File: config.mk
export PLATFORM = sky130hd
export DESIGN_NAME = pifo_sched
export DESIGN_NICKNAME = d
export VERILOG_FILES = /design/src/rtl/pifo_sched.sv
export SDC_FILE = /design/constraint.sdc
export NUM_CORES = 2
export LEC_CHECK = 0
export CAP_MARGIN = 20
export CELL_PAD_IN_SITES_DETAIL_PLACEMENT = 1
export CELL_PAD_IN_SITES_GLOBAL_PLACEMENT = 1
export CORE_ASPECT_RATIO = 0.75
export CORE_UTILIZATION = 44
export CTS_CLUSTER_DIAMETER = 60
export DETAILED_ROUTE_END_ITERATION = 8
export GPL_ROUTABILITY_DRIVEN = 1
export HOLD_SLACK_MARGIN = 0.02
export MAX_ROUTING_LAYER = met4
export PLACE_DENSITY_LB_ADDON = 0.2
export SLEW_MARGIN = 25
export SYNTH_ARGS = -nofsm -noshare
export SYNTH_HDL_FRONTEND = slang
export SYNTH_SLANG_ARGS = --single-unit
File: constraint.sdc
create_clock -name clk -period 13.7 [get_ports clk]
set_input_delay 2.055 -clock clk [delete_from_list [all_inputs] [get_ports clk]]
set_output_delay 2.055 -clock clk [all_outputs]
set_load 0.03 [all_outputs]
File: src/rtl/pifo_sched.sv
// pifo_sched -- push-in-first-out scheduler with inline descriptor storage.
//
// Entries live in a register array kept sorted by ascending priority value
// (ties keep arrival order). Several producers share one insert path through
// a round-robin arbiter. Each cycle at most one candidate is resolved: it is
// inserted, discarded by the occupancy threshold, or inserted while evicting
// the resident tail. Discarded and evicted items are reported on the drop
// port one cycle later.
//
// Ports:
//   clk, rst_n              clock (rising edge), asynchronous active-low reset
//   s_valid/s_ready         per-port push handshake (NUM_IN bits each)
//   s_prio, s_data          packed per-port priority / descriptor
//   s_drop_en               per-port permission for threshold discard
//   m_valid/m_ready         head handshake; m_prio/m_data come from slot 0
//   drop_valid              one-cycle drop report, no backpressure
//   drop_prio, drop_data    dropped item
//   drop_evict              1 = resident tail evicted, 0 = incoming discarded
//   count                   current occupancy
//   drop_cnt                saturating total of drop reports
module pifo_sched #(
    parameter int DEPTH       = 16,
    parameter int NUM_IN      = 2,
    parameter int BITPRIO     = 16,
    parameter int BITDESC     = 32,
    parameter int DROP_THRESH = DEPTH - 4,
    parameter int BITCNT      = $clog2(DEPTH + 1)
) (
    input  logic                       clk,
    input  logic                       rst_n,
    input  logic [NUM_IN-1:0]          s_valid,
    output logic [NUM_IN-1:0]          s_ready,
    input  logic [NUM_IN*BITPRIO-1:0]  s_prio,
    input  logic [NUM_IN*BITDESC-1:0]  s_data,
    input  logic [NUM_IN-1:0]          s_drop_en,
    output logic                       m_valid,
    input  logic                       m_ready,
    output logic [BITPRIO-1:0]         m_prio,
    output logic [BITDESC-1:0]         m_data,
    output logic                       drop_valid,
    output logic [BITPRIO-1:0]         drop_prio,
    output logic [BITDESC-1:0]         drop_data,
    output logic                       drop_evict,
    output logic [BITCNT-1:0]          count,
    output logic [31:0]                drop_cnt
);

    localparam int RRW = (NUM_IN > 1) ? $clog2(NUM_IN) : 1;

    typedef enum logic [1:0] {
        ACT_NONE,    // no candidate, or candidate back-pressured
        ACT_DROP,    // candidate discarded by the threshold rule
        ACT_INSERT,  // candidate inserted into free space
        ACT_EVICT    // candidate inserted, resident tail pushed out
    } act_e;

    logic [BITPRIO-1:0] slot_prio [DEPTH];
    logic [BITDESC-1:0] slot_data [DEPTH];
    logic [RRW-1:0]     rr;

    logic               pop;
    logic [BITCNT-1:0]  eff;
    act_e               act;

    logic               cand_found;
    logic [RRW-1:0]     cand_idx;
    logic [BITPRIO-1:0] cand_prio;
    logic [BITDESC-1:0] cand_data;
    logic               cand_drop_en;

    logic [BITPRIO-1:0] sh_prio  [DEPTH];
    logic [BITDESC-1:0] sh_data  [DEPTH];
    logic [BITPRIO-1:0] nxt_prio [DEPTH];
    logic [BITDESC-1:0] nxt_data [DEPTH];
    logic [BITCNT-1:0]  ins_pos;
    logic [BITCNT-1:0]  nxt_count;

    assign m_valid = (count != '0);
    assign m_prio  = slot_prio[0];
    assign m_data  = slot_data[0];
    assign pop     = m_valid && m_ready;
    assign eff     = count - BITCNT'(pop);

    // Round-robin candidate: first requesting port at or above rr, else the
    // first requesting port below rr (the wrap-around part of the search).
    always_comb begin
        // NOTE: every variable gets a default before any condition so that no
        // path leaves it unassigned and synthesis cannot infer a latch.
        cand_found   = 1'b0;
        cand_idx     = '0;
        cand_prio    = '0;
        cand_data    = '0;
        cand_drop_en = 1'b0;
        for (int i = 0; i < NUM_IN; i++) begin
            if (!cand_found && s_valid[i] && (RRW'(i) >= rr)) begin
                cand_found   = 1'b1;
                cand_idx     = RRW'(i);
                cand_prio    = s_prio[i*BITPRIO +: BITPRIO];
                cand_data    = s_data[i*BITDESC +: BITDESC];
                cand_drop_en = s_drop_en[i];
            end
        end
        for (int i = 0; i < NUM_IN; i++) begin
            if (!cand_found && s_valid[i] && (RRW'(i) < rr)) begin
                cand_found   = 1'b1;
                cand_idx     = RRW'(i);
                cand_prio    = s_prio[i*BITPRIO +: BITPRIO];
                cand_data    = s_data[i*BITDESC +: BITDESC];
                cand_drop_en = s_drop_en[i];
            end
        end
    end

    // Array after this cycle's pop. Vacated top slot is zero-filled so that
    // every slot at or beyond count always holds zero.
    always_comb begin
        for (int i = 0; i < DEPTH - 1; i++) begin
            sh_prio[i] = pop ? slot_prio[i+1] : slot_prio[i];
            sh_data[i] = pop ? slot_data[i+1] : slot_data[i];
        end
        sh_prio[DEPTH-1] = pop ? '0 : slot_prio[DEPTH-1];
        sh_data[DEPTH-1] = pop ? '0 : slot_data[DEPTH-1];
    end

    // Resolve the candidate against the post-pop occupancy. Eviction is only
    // reachable with eff == DEPTH, i.e. no pop, so sh_* equals the stored tail.
    always_comb begin
        act = ACT_NONE;
        if (cand_found) begin
            if (cand_drop_en && (int'(eff) >= DROP_THRESH)) begin
                act = ACT_DROP;
            end else if (int'(eff) < DEPTH) begin
                act = ACT_INSERT;
            end else if (sh_prio[DEPTH-1] > cand_prio) begin
                act = ACT_EVICT;
            end
        end
        for (int i = 0; i < NUM_IN; i++) begin
            s_ready[i] = (act != ACT_NONE) && (cand_idx == RRW'(i));
        end
    end

    // Insert position = number of live entries with prio <= new prio, which
    // places the new item behind all equal priorities. On eviction the tail
    // has prio > new, so it never counts and simply falls off the top.
    always_comb begin
        ins_pos = '0;
        for (int i = 0; i < DEPTH; i++) begin
            if ((BITCNT'(i) < eff) && (sh_prio[i] <= cand_prio)) begin
                ins_pos = ins_pos + 1'b1;
            end
        end
    end

    always_comb begin
        for (int i = 0; i < DEPTH; i++) begin
            nxt_prio[i] = sh_prio[i];
            nxt_data[i] = sh_data[i];
        end
        if ((act == ACT_INSERT) || (act == ACT_EVICT)) begin
            if (ins_pos == '0) begin
                nxt_prio[0] = cand_prio;
                nxt_data[0] = cand_data;
            end
            for (int i = 1; i < DEPTH; i++) begin
                if (BITCNT'(i) == ins_pos) begin
                    nxt_prio[i] = cand_prio;
                    nxt_data[i] = cand_data;
                end else if (BITCNT'(i) > ins_pos) begin
                    nxt_prio[i] = sh_prio[i-1];
                    nxt_data[i] = sh_data[i-1];
                end
            end
        end
    end

    always_comb begin
        nxt_count = count;
        if ((act == ACT_INSERT) && !pop) begin
            nxt_count = count + 1'b1;
        end else if ((act != ACT_INSERT) && pop) begin
            nxt_count = count - 1'b1;
        end
    end

    always_ff @(posedge clk or negedge rst_n) begin
        if (!rst_n) begin
            // NOTE: the slot array is reset explicitly because m_prio/m_data
            // are read straight from slot 0 and must come out of reset as 0.
            for (int i = 0; i < DEPTH; i++) begin
                slot_prio[i] <= '0;
                slot_data[i] <= '0;
            end
            count      <= '0;
            rr         <= '0;
            drop_valid <= 1'b0;
            drop_prio  <= '0;
            drop_data  <= '0;
            drop_evict <= 1'b0;
            drop_cnt   <= '0;
        end else begin
            // NOTE: non-blocking assignments keep every register sampling the
            // pre-edge values, so update order inside this block is irrelevant.
            for (int i = 0; i < DEPTH; i++) begin
                slot_prio[i] <= nxt_prio[i];
                slot_data[i] <= nxt_data[i];
            end
            count <= nxt_count;
            if (act != ACT_NONE) begin
                rr <= (cand_idx == RRW'(NUM_IN - 1)) ? '0 : cand_idx + 1'b1;
            end
            drop_valid <= (act == ACT_DROP) || (act == ACT_EVICT);
            if (act == ACT_DROP) begin
                drop_prio  <= cand_prio;
                drop_data  <= cand_data;
                drop_evict <= 1'b0;
            end else if (act == ACT_EVICT) begin
                drop_prio  <= sh_prio[DEPTH-1];
                drop_data  <= sh_data[DEPTH-1];
                drop_evict <= 1'b1;
            end
            if (((act == ACT_DROP) || (act == ACT_EVICT)) && (drop_cnt != '1)) begin
                drop_cnt <= drop_cnt + 1'b1;
            end
        end
    end

endmodule

==> Word-level counts from Yosys, hierarchy flattened <==
Cells that the tools add are included.
{ "word_totals": {"reg_bits": 856, "inputBits": 103, "out_inout_bits": 138, "word_cells": 319} }
{ "classes": {"add_sub_neg": 20, "order_cmp": 54, "eq_ne": 20, "muxes": 144, "bitwise": 1, "reduce_logical": 41} }
{ "ops": {"columns": ["cell", "count"], "rows": [
  ["$mux 32", 53],
  ["$mux 16", 53],
  ["$mux 512", 1],
  ["$le 16x16->1", 16],
  ["$mux 256", 1],
  ["$mux 5", 17],
  ["$add 5x1->5 const B", 16],
  ["$eq 4x5->1 const A", 8],
  ["$gt 4x5->1 const A", 8],
  ["$lt 4x5->1 const A", 8],
  ["$add 32x1->32 const B", 1],
  ["$ne 32x32->1 const B", 1],
  ["$logic_and 1x1->1", 30],
  ["$eq 3x5->1 const A", 4],
  ["$gt 3x5->1 const A", 4],
  ["$lt 3x5->1 const A", 4],
  ["$gt 16x16->1", 1],
  ["$mux 1", 15],
  ["$eq 2x5->1 const A", 2],
  ["$gt 2x5->1 const A", 2],
  ["$lt 1x5->1 const A", 2],
  ["$lt 2x5->1 const A", 2],
  ["$mux 2", 4],
  ["$reduce_bool 2->1", 3],
  ["17 further kinds", 24]
]} }

==> Longest topological paths before layout <==
{ "logic_depth": {"word_depth": 52, "mapped_depth": 77, "ltp_nobuf": 70} }

==> Least setup slack after synthesis <==
No wires, ideal clock.
{ "synth_path": {"path_kind": "input port to flip-flop", "from": "input m_ready", "to": "register slot_data[241] (netlist bit)", "setup_time_ns": 0.124, "arrival_time_ns": 14.963, "t_required_ns": 13.576, "path_slack_ns": -1.387, "stages": 68, "n_path_buf": 6, "path_cell_list": "nand2_1 inv_1 clkbuf_1 clkbuf_1 buf_1 clkbuf_1 mux2i_1 ha_1 nor2b_1 o21a_1 o21ai_0 nand2b_1 a21oi_1 nor2b_1 o21ai_0 nand2b_1 a21oi_1 o21ai_0 (+32 left out) inv_1 a21oi_1 ha_1 and2_1 nand2b_1 ha_1 and2_1 xnor3_1 xnor2_1 nand4_1 xnor2_2 xnor2_4 a21oi_1 or3_1 buf_2 a21boi_4 buf_6 a211o_1"} }
{ "synth_lines": {"columns": ["element", "line_no", "rtl"], "rows": [
  ["start: declaration", "37", "input logic m_ready,"],
  ["end signal: indexed assignment", "206", "slot_data[i] <= nxt_data[i];"],
  ["end: declaration", "58", "logic [BITDESC-1:0] slot_data [DEPTH];"]
]} }

==> results.cfg <==
[status]
outcome = completed

[synthesis]
ys_types = 108
yosysMostFrequentCell = dfrtp_1
synthArstFlopShare_pct = 100.0
synth-seq-cells = 856
synth.area.top_cells = dfrtp_1 40%, mux2i_1 8.3%, ha_1 6.5%, nand2_1 4.6%, a21oi_1 2.6%
ys_seq_area_share_pct = 40.00
yosysTopAreaCell = dfrtp_1
synth_cells = 5685
syn_avg_cell_area_um2 = 9.420
synth_common_cells = 856 x dfrtp_1, 663 x nand2_1, 446 x mux2i_1
synth_top_area_share_pct = 40.00
synthFlopType = dfrtp_1
syn_nets = 6067
synth_warnings = 0
netlist_area_um2 = 53550
synth_edf_count = 0

[worst_hold_path]
min_path_type = flip-flop to flip-flop

[timing]
layout_min_cycle_time_ns = 13.57
rsz0062_at_grt = yes
finalHoldViolCount = 0
setup_viol = 0
tightest_slew_ns = 1.242
final_max_slew_viol_count = 0
period_share_pct = 99.04
clock.fmax_ghz = 0.07370
slew_headroom_pct = 16.91
finClkSkew_ns = 0.06334

[critical_path]
worst_ep_required_time_ns = 14.26
start_kind = input pin
reg2reg_depth = 67
critPathMostFrequentCell = ha_4
endpoint = slot_data[358]$_DFF_PN0_
r2r_slack_ns = 0.73
crit_start = s_prio[18]
r2r_end = slot_data[358]$_DFF_PN0_
reg2reg_from = count[0]$_DFFE_PN0P_
cp-end-kind = flip-flop
cp_max_fo = 8
worst-setup-path-type = input pin to flip-flop
crit_slowest_cell = clkdlybuf4s50_1
crit_arrival_ns = 14.13
max_stage_delay_ns = 0.54

[place]
place_congestion = 0.9670
post-place-cells = 7693
port_buffers = 240
dp_hpwl_um = 180400

[floorplan]
die_w_um = 404.8
dieArea_um2 = 123100
coreArea_um2 = 120300
die_height_um = 304.1
start_util_pct = 44.52
rows = 110
ioPinCount = 241

[clock_tree]
cts_tree = yes
hold_buffers = 0
cts_max_level = 3
clkSinkCount = 856
clkLatencyLatePin_ns = 0.74
ctsRootBufferMaster = clkbuf_16
numCtsBuffers = 97
clockBufferDepth = 3
clk_pin_slew_worst_paths_ns = 0.07

[grt]
grt_overflow = 0
grt_usage_pct = 39.37
grt_pass1_vias = 51650
grt_max_degree = 163
grt_pass1_wl_um = 354200
antenna_found_initial = 20

[drt]
routedWlPerCell_um = 30.45
vias_per_cell = 6.592
drt_iter0_markers = 6724
wirelength_um = 241400
antenna_left = 0
drc = 0
num_vias = 52260
drt-pass1-iter-count = 9

[layout]
final_cells = 7928
finalNetCount = 6587
drive_gt1_share_pct = 18.27
syn_to_final_growth_pct = 23.87

[flow_run]
cap_violations = 0
-- worst max-delay path, delay by kind of cell --
| family | cells | cell delay, ns |
|---|---|---|
| AOI/OAI and AO/OA | 17 | 3.13 |
| adders and majority gates | 12 | 2.90 |
| and+or+nand+nor | 18 | 2.61 |
| buffers and inverters | 8 | 1.44 |
| muxes | 4 | 1.08 |
| xor gates and xnor gates | 4 | 0.86 |
-- cells by family after synthesis --
group | after synthesis | share of synthesized area (%)
compound gates | 1665 | 23.57
simple gates | 1522 | 12.83
flops | 856 | 40.00
buf+inv | 814 | 6.486
mux | 457 | 8.589
fa+ha+maj | 279 | 6.533
xor+xnor | 92 | 1.988
-- per-stage QoR --
step | instance area [um^2] | util [%] | hold slack [ns] | worst slack (ns) | setup TNS (ns)
final | 66340 | 55.15 | 0.4846 | 0.1315 | 0
after detailed placement | 61970 | 51.51 | 0.4735 | -1.382 | -820.86
after CTS | 65710 | 54.63 | 0.4897 | 0.004015 | 0
after global routing | 66320 | 55.14 | 0.5101 | -0.1434 | -5.064
after global placement | 61940 | 51.50 | 0.4510 | -1.225 | -716.18
after floorplan | 53820 | - | 0.4667 | 0.008614 | 0
-- placed cells by master (no fill, tap or decap), types with 60 or more instances in the layout --
cell type | synthesis | final
dfrtp_1 | 856 | 856
nand2_1 | 663 | 653
buf_4 | 53 | 543
mux2i_1 | 446 | 436
nor2_1 | 373 | 335
inv_1 | 336 | 324
a21oi_1 | 281 | 266
ha_1 | 278 | 262
clkdlybuf4s50_1 | 0 | 234
o21ai_0 | 195 | 189
o221ai_1 | 140 | 133
nand3_1 | 121 | 120
a222oi_1 | 111 | 111
o22ai_1 | 107 | 106
clkbuf_16 | 0 | 103
a22o_1 | 100 | 97
nor3_1 | 99 | 93
buf_12 | 0 | 87
a31oi_1 | 81 | 81
a22oi_1 | 81 | 81
a221oi_1 | 70 | 70
o221a_2 | 60 | 60
-- how the worst min path moves through the flow --
stage	start	endpoint	slack, ns	cells after the start
floorplan	slot_data[418]$_DFF_PN0_	slot_data[450]$_DFF_PN0_	0.47	2
global placement	drop_prio[0]$_DFFE_PN0P_	drop_prio[0]$_DFFE_PN0P_	0.45	2
detailed placement	drop_data[30]$_DFFE_PN0P_	drop_data[30]$_DFFE_PN0P_	0.47	2
CTS	drop_data[26]$_DFFE_PN0P_	drop_data[26]$_DFFE_PN0P_	0.49	2
global route	drop_prio[12]$_DFFE_PN0P_	drop_prio[12]$_DFFE_PN0P_	0.51	2
finish	drop_data[30]$_DFFE_PN0P_	drop_data[30]$_DFFE_PN0P_	0.48	2
-- sequential cells by signal, summed over array words and instances, names as in the netlist --
signal and cells:
slot_data 480, slot_prio 240, drop_cnt 32, drop_data 32, m_data 32, drop_prio 16, m_prio 16, count 5
drop_evict 1, drop_valid 1, rr 1
-- timing repair --
item,in CTS,in global routing
gates cloned,5,9
gates resized for setup,52,67
setup buffers,14,10
pin swaps,29,43
setup endpoints to repair,744,768
-- final cells by class --
| type | count | area (um^2) |
|---|---|---|
| Timing Repair Buffer | 894 | 8606 |
| Sequential cell | 856 | 21420 |
| Clock inverter | 34 | 407.9 |
| Fill cell | 13310 | 53950 |
| Multi-Input combinational cell | 4018 | 29640 |
| Antenna cell | 15 | 37.54 |
| Clock buffer | 149 | 2914 |
| Inverter | 338 | 1280 |
| Tap cell | 1624 | 2032 |
-- layer usage --
layer | GRT usage (%) | routed length, um | up-vias
met5 | - | 0 | -
met4 | 6.307 | 3674 | 0
met3 | 14.49 | 33900 | 253
met2 | 48.06 | 91010 | 2938
met1 | 60.80 | 112800 | 26690
li1 | - | - | 22380
Power is left out: the tool's default activity adds up to more than one toggle a clock period on the data nets, which glitch-free logic cannot reach.
